File: src/rtl/hilo_muldiv.sv
// HI/LO register pair with a multi-cycle MULT/MULTU/DIV/DIVU engine for the EXE stage.
// Multiply uses one registered 64-bit product; divide is radix-2 restoring on magnitudes.
module hilo_muldiv #(
  parameter int MUL_CYCLES = 3
) (
  input  logic        clk,
  input  logic        rst,
  input  logic        req_valid,
  input  logic [1:0]  req_op,
  input  logic [31:0] src_a,
  input  logic [31:0] src_b,
  input  logic        flush,
  input  logic        wb_hi_we,
  input  logic        wb_lo_we,
  input  logic [31:0] wb_wdata,
  output logic        stall,
  output logic        done,
  output logic [31:0] hi,
  output logic [31:0] lo,
  output logic [1:0]  dbg_state
);

  // Handshake: a request is taken in IDLE when req_valid & !flush; the same
  // instruction stays in EXE (held by stall) until the single-cycle done pulse.
  typedef enum logic [1:0] {
    IDLE = 2'd0,
    MUL  = 2'd1,
    DIV  = 2'd2,
    DONE = 2'd3
  } state_t;

  localparam logic [5:0] MUL_LAST = 6'(MUL_CYCLES - 1);
  localparam logic [5:0] DIV_LAST = 6'd31;

  state_t      state, state_d;
  logic [5:0]  cnt, cnt_d;
  logic        accept;

  logic [1:0]  op_q;
  logic [31:0] a_q, b_q;
  logic [63:0] prod_q;
  logic [31:0] quo_q, rem_q, dvs_q;

  logic        req_signed;
  logic [31:0] abs_a, abs_b;
  logic [63:0] mul_a, mul_b;
  logic [32:0] rem_sh;
  logic        sub_ok;
  logic [31:0] rem_n, quo_n;
  logic        op_signed, q_neg, r_neg;
  logic [31:0] res_hi, res_lo;

  assign dbg_state = state;

  always_comb begin
    state_d = state;
    cnt_d   = cnt;
    accept  = 1'b0;
    stall   = 1'b0;
    done    = 1'b0;
    case (state)
      IDLE: begin
        if (req_valid) begin
          accept = 1'b1;
          stall  = 1'b1;
          if (req_op[1]) begin
            state_d = DIV;
            cnt_d   = 6'd0;
          end else begin
            state_d = MUL;
            cnt_d   = 6'd1;
          end
        end
      end
      MUL: begin
        stall = 1'b1;
        if (cnt == MUL_LAST) state_d = DONE;
        else                 cnt_d   = cnt + 6'd1;
      end
      DIV: begin
        stall = 1'b1;
        if (cnt == DIV_LAST) state_d = DONE;
        else                 cnt_d   = cnt + 6'd1;
      end
      DONE: begin
        done    = 1'b1;
        state_d = IDLE;
        cnt_d   = 6'd0;
      end
      default: begin
        state_d = IDLE;
        cnt_d   = 6'd0;
      end
    endcase
    // A killed instruction must leave no trace: no accept, no write, no stall.
    if (flush) begin
      state_d = IDLE;
      cnt_d   = 6'd0;
      accept  = 1'b0;
      stall   = 1'b0;
      done    = 1'b0;
    end
  end

  always_ff @(posedge clk) begin
    if (rst) begin
      state <= IDLE;
      cnt   <= 6'd0;
    end else begin
      state <= state_d;
      cnt   <= cnt_d;
    end
  end

  // Operand capture and magnitude conversion at accept time.
  assign req_signed = ~req_op[0];
  assign abs_a = (req_signed && src_a[31]) ? -src_a : src_a;
  assign abs_b = (req_signed && src_b[31]) ? -src_b : src_b;

  assign mul_a = op_q[0] ? {32'd0, a_q} : {{32{a_q[31]}}, a_q};
  assign mul_b = op_q[0] ? {32'd0, b_q} : {{32{b_q[31]}}, b_q};

  // One restoring step: shift in the next dividend bit, subtract if it fits.
  assign rem_sh = {rem_q, quo_q[31]};
  assign sub_ok = rem_sh >= {1'b0, dvs_q};
  assign rem_n  = sub_ok ? (rem_sh[31:0] - dvs_q) : rem_sh[31:0];
  assign quo_n  = {quo_q[30:0], sub_ok};

  always_ff @(posedge clk) begin
    if (rst) begin
      op_q   <= 2'd0;
      a_q    <= 32'd0;
      b_q    <= 32'd0;
      prod_q <= 64'd0;
      quo_q  <= 32'd0;
      rem_q  <= 32'd0;
      dvs_q  <= 32'd0;
    end else begin
      if (accept) begin
        op_q  <= req_op;
        a_q   <= src_a;
        b_q   <= src_b;
        quo_q <= abs_a;
        dvs_q <= abs_b;
        rem_q <= 32'd0;
      end else if (state == DIV) begin
        quo_q <= quo_n;
        rem_q <= rem_n;
      end
      if (state == MUL) prod_q <= mul_a * mul_b;
    end
  end

  // Sign fixup: quotient sign is the XOR of operand signs, remainder follows the dividend.
  assign op_signed = ~op_q[0];
  assign q_neg     = op_signed & (a_q[31] ^ b_q[31]);
  assign r_neg     = op_signed & a_q[31];

  always_comb begin
    res_hi = prod_q[63:32];
    res_lo = prod_q[31:0];
    if (op_q[1]) begin
      if (b_q == 32'd0) begin
        res_hi = a_q;
        res_lo = 32'hFFFF_FFFF;
      end else begin
        res_hi = r_neg ? -rem_q : rem_q;
        res_lo = q_neg ? -quo_q : quo_q;
      end
    end
  end

  // The EXE result is younger than any MTHI/MTLO in WB, so it wins a collision.
  always_ff @(posedge clk) begin
    if (rst) begin
      hi <= 32'd0;
      lo <= 32'd0;
    end else if (done) begin
      hi <= res_hi;
      lo <= res_lo;
    end else begin
      if (wb_hi_we) hi <= wb_wdata;
      if (wb_lo_we) lo <= wb_wdata;
    end
  end

endmodule
File: config.mk
export PLATFORM = sky130hd
export DESIGN_NAME = hilo_muldiv
export DESIGN_NICKNAME = d
export VERILOG_FILES = /design/src/rtl/hilo_muldiv.sv
export SDC_FILE = /design/constraint.sdc
export NUM_CORES = 2
export LEC_CHECK = 0
export ABC_AREA = 1
export BUFFER_PORTS_ARGS = -buffer_cell sky130_fd_sc_hd__buf_2
export CELL_PAD_IN_SITES_DETAIL_PLACEMENT = 1
export CELL_PAD_IN_SITES_GLOBAL_PLACEMENT = 1
export CORE_UTILIZATION = 54
export CTS_CLUSTER_DIAMETER = 120
export DETAILED_ROUTE_END_ITERATION = 16
export GPL_TIMING_DRIVEN = 0
export PLACE_DENSITY_LB_ADDON = 0.2
export SYNTH_ARGS = -nofsm -noshare
export SYNTH_HDL_FRONTEND = slang
export SYNTH_SLANG_ARGS = --single-unit
export TNS_END_PERCENT = 30
File: constraint.sdc
create_clock -name clk -period 14.59 [get_ports clk]
set_input_delay 2.918 -clock clk [delete_from_list [all_inputs] [get_ports clk]]
set_output_delay 2.918 -clock clk [all_outputs]
set_load 0.005 [all_outputs]
==> summary.md <==
| Metric | Value |
|---|---|
| Pre-Repair DR Iteration Count | `9` |
| Slew HR | `-0.1619` |
| Endpoints failing setup | `0` |
| Sequential area share after synthesis | `0.08776` |
| Share of post-route cells with drive strength above 1 | `0.04183` |
| Die Y | `356.2 µm` |
| Iteration-0 DRC Markers | `9360` |
| Post-CTS Setup Repair Bufs | `0` |
| Overflow after GRT | `0` |
| Number of synthesized register bits | `297` |
| Crit path max fanout | `10` |
| Async set or reset register ratio after synthesis | `0` |
| CTS max path bufs | `3` |
| Buffers on Ports | `170` |
| Hold Fails Final Rpt | `0` |
| Peak supply drop | `85.43 µV` |
| # rows | `129` |
| Vias in the first global route | `72158` |
| Failing checks | `capacitance limit, slew limit` |
| Post-Synthesis Cells | `8863` |
| Hold depth | `2` |
| CTS resizes | `0` |
| CP Launch Type | `register` |
| Reg clk slew, reported paths | `0.07 ns` |
| Syn avg cell area | `7.644 µm²` |
| Mapped Area | `67750 µm²` |
| Predominant post-synthesis flop cell | `dfxtp_1` |
| WP data required | `15.11 ns` |
| NumNets Final | `10944` |
| DRC viols | `0` |
| Max-Cap Viols | `22` |
| Worst hold path type | `reg2reg` |
| Drt total wl | `357.6 mm` |
| Latest clock arrival within the worst-skew pair | `0.64 ns` |
| Slew Viols, Final | `229` |
| Io pins | `172` |
| Design area | `71710 µm²` |
| Power Dens Cells | `93.68 nW/µm²` |
| First-pass GRT wire length | `505.6 mm` |
| Final Critical Period | `13.72 ns` |
| CP Capture Type | `register` |
| Starting Density | `0.5459` |
| GRT Util Overall | `0.5669` |
| # hold bufs at CTS | `0` |
| Clock skew | `0.04450 ns` |
| Clock net sink count | `297` |
| Die width | `356.2 µm` |
| Post-DP Area | `70660 µm²` |
| Gpl congestion | `1.094` |
| Maximum clock frequency | `72.91 MHz` |
| Total core area | `124100 µm²` |
| Initial antenna violation count | `47` |
| Fin util | `0.5777` |
| CTS tree | `built` |
| Area Overhead vs Synth | `5.836%` |
| Syn nets | `10743` |
| H-tree depth | `1` |
| CP max-delay cell | `buf_1` |
| Total CTS buffers | `28` |
| CP arrival | `14.24 ns` |
| Hold WS | `0.5049 ns` |
| R2R cell count | `32` |
| Largest stage delay on the critical path | `1.25 ns` |
| DPL Wire Length | `295.9 mm` |
| Crit path kind | `reg2reg` |
| Setup TNS | `0 ns` |
| Slew @ Worst Pin | `1.743 ns` |
| Clock root buffer master | `clkbuf_16` |
| Largest net degree at the start of global routing | `25` |
| Vias | `68188` |
| Number of flops mapped to enable cells by yosys | `0` |
| Crit-path most repeated cell | `fa_1` |
| Status | `finished with violations` |
| Leak | `40.67 nW` |
| WL per Instance | `33.26 µm` |
| Period utilisation layout | `0.9401` |
| Count of cell types in the netlist | `68` |
| Yosys warnings | `0` |
| RSZ-0062 raised after global routing | `no` |
| Remaining antenna violation count after routing | `0` |
| Die Footprint | `126900 µm²` |
| Vias per std cell | `6.342` |
-- layer usage --
| metal | part of all wire | wire (µm) | vias up | global-route usage |
|---|---|---|---|---|
| li1 | - | - | 26216 | - |
| met3 | 0.16 | 57550 | 2189 | 0.2896 |
| met4 | 0.099 | 35400 | 48 | 0.4354 |
| met1 | 0.34 | 121300 | 33772 | 0.6671 |
| met5 | 0.0015 | 549 | - | 0.03037 |
| met2 | 0.40 | 142800 | 5963 | 0.7784 |
-- cell usage after synthesis (11+ instances only) --
library cell	count	area share
a31oi_1	50	0.0046
fa_1	1414	0.42
dfxtp_1	297	0.088
o21bai_1	16	0.0018
buf_1	20	0.0011
o22ai_1	25	0.0023
o21ai_1	28	0.0021
a21o_1	18	0.0020
or2_2	11	0.0010
nor2_2	13	0.0012
nand4_1	35	0.0032
o221ai_1	22	0.0028
clkbuf_1	346	0.019
xor2_1	79	0.010
o211ai_1	54	0.0060
nand2_1	1743	0.097
o21ai_0	308	0.023
ha_1	362	0.067
nand3_1	260	0.019
nor2_1	517	0.029
nor4_1	24	0.0022
nor3_1	35	0.0026
a211oi_1	38	0.0042
xnor2_1	37	0.0048
buf_2	29	0.0021
inv_2	16	0.00089
a21oi_1	359	0.027
inv_1	2583	0.14
-- flip-flops by register name (all words and copies together) (netlist names) --
name / cells
dbg_state: 2
lo: 32
hi: 32
b_q: 32
rem_q: 32
op_q: 2
dvs_q: 31
a_q: 32
quo_q: 32
cnt: 6
prod_q: 64
-- worst max-delay path, delay by kind of cell (launching register included) --
kind / cells / cell delay [ns]
adders and majority gates: 11 / 6.86
buffers and inverters: 11 / 4.12
AOI/OAI and AO/OA: 4 / 1.39
and+or+nand+nor: 6 / 0.88
DFF: 1 / 0.32
-- final timing paths --
kind | from | endpoint | slack, ns
hold reg to reg | dvs_q[20] | dvs_q[20] | 0.50
setup / recovery | op_q[0] | prod_q[61] | 0.87
hold / removal | dvs_q[20] | dvs_q[20] | 0.50
setup reg to reg | op_q[0] | prod_q[61] | 0.87
-- logic make-up (layout without fill, tap and decap cells) --
group | count (synthesis) | count (layout) | share of synthesized area
AO/OA/AOI/OAI | 969 | 969 | 0.08194
flip-flops | 297 | 297 | 0.08776
other | 0 | 29 | 0
AND/OR/NAND/NOR | 2693 | 2693 | 0.1622
buffers and inverters | 3012 | 3234 | 0.1684
XOR/XNOR | 116 | 116 | 0.01500
adder cells (fa/ha/maj) | 1776 | 1776 | 0.4847
-- power by group --
group | switching [W] | internal, W | leakage [nW] | total, W
Clock | 0.000386 | 0.000419 | 0.455 | 0.000805
Combinational | 0.00352 | 0.00145 | 37.8 | 0.00497
Sequential | 0.0000687 | 0.000877 | 2.43 | 0.000945
Total | 0.00398 | 0.00274 | 40.7 | 0.00672
-- cell usage in the layout, fill, tap and decap left out, types with 38 or more instances in the layout --
cell / count
nand3_1: 260
fa_1: 1414
nand2_1: 1743
clkbuf_1: 337
ha_1: 362
dfxtp_1: 297
a211oi_1: 38
a31oi_1: 50
inv_1: 2582
o211ai_1: 54
xor2_1: 79
buf_2: 199
a21oi_1: 359
o21ai_0: 308
nor2_1: 516
-- metrics by stage --
stage          worst slack (ns)  power (W)  std cells
2_1_floorplan             5.453   0.003530       8863
3_3_place_gp              2.626   0.005157      10670
3_5_place_dp              2.033   0.005478      10670
4_1_cts                   1.967   0.006300      10721
5_1_grt                   1.044   0.006875      10726
6_report                 0.8743   0.006717      10751
-- area by class of cell --
class / instances / area [µm²]
well taps: 1637 / 2048
inverters: 2602 / 9767
diodes: 29 / 72.57
multi-input cells: 5554 / 50400
plain buffers: 410 / 1662
flip-flops and latches: 297 / 5946
clock inverters: 13 / 158.9
clock buffers: 38 / 788.3
fillers: 15797 / 52420
repair buffers: 171 / 865.8
Power figures use the tool's default switching activity.
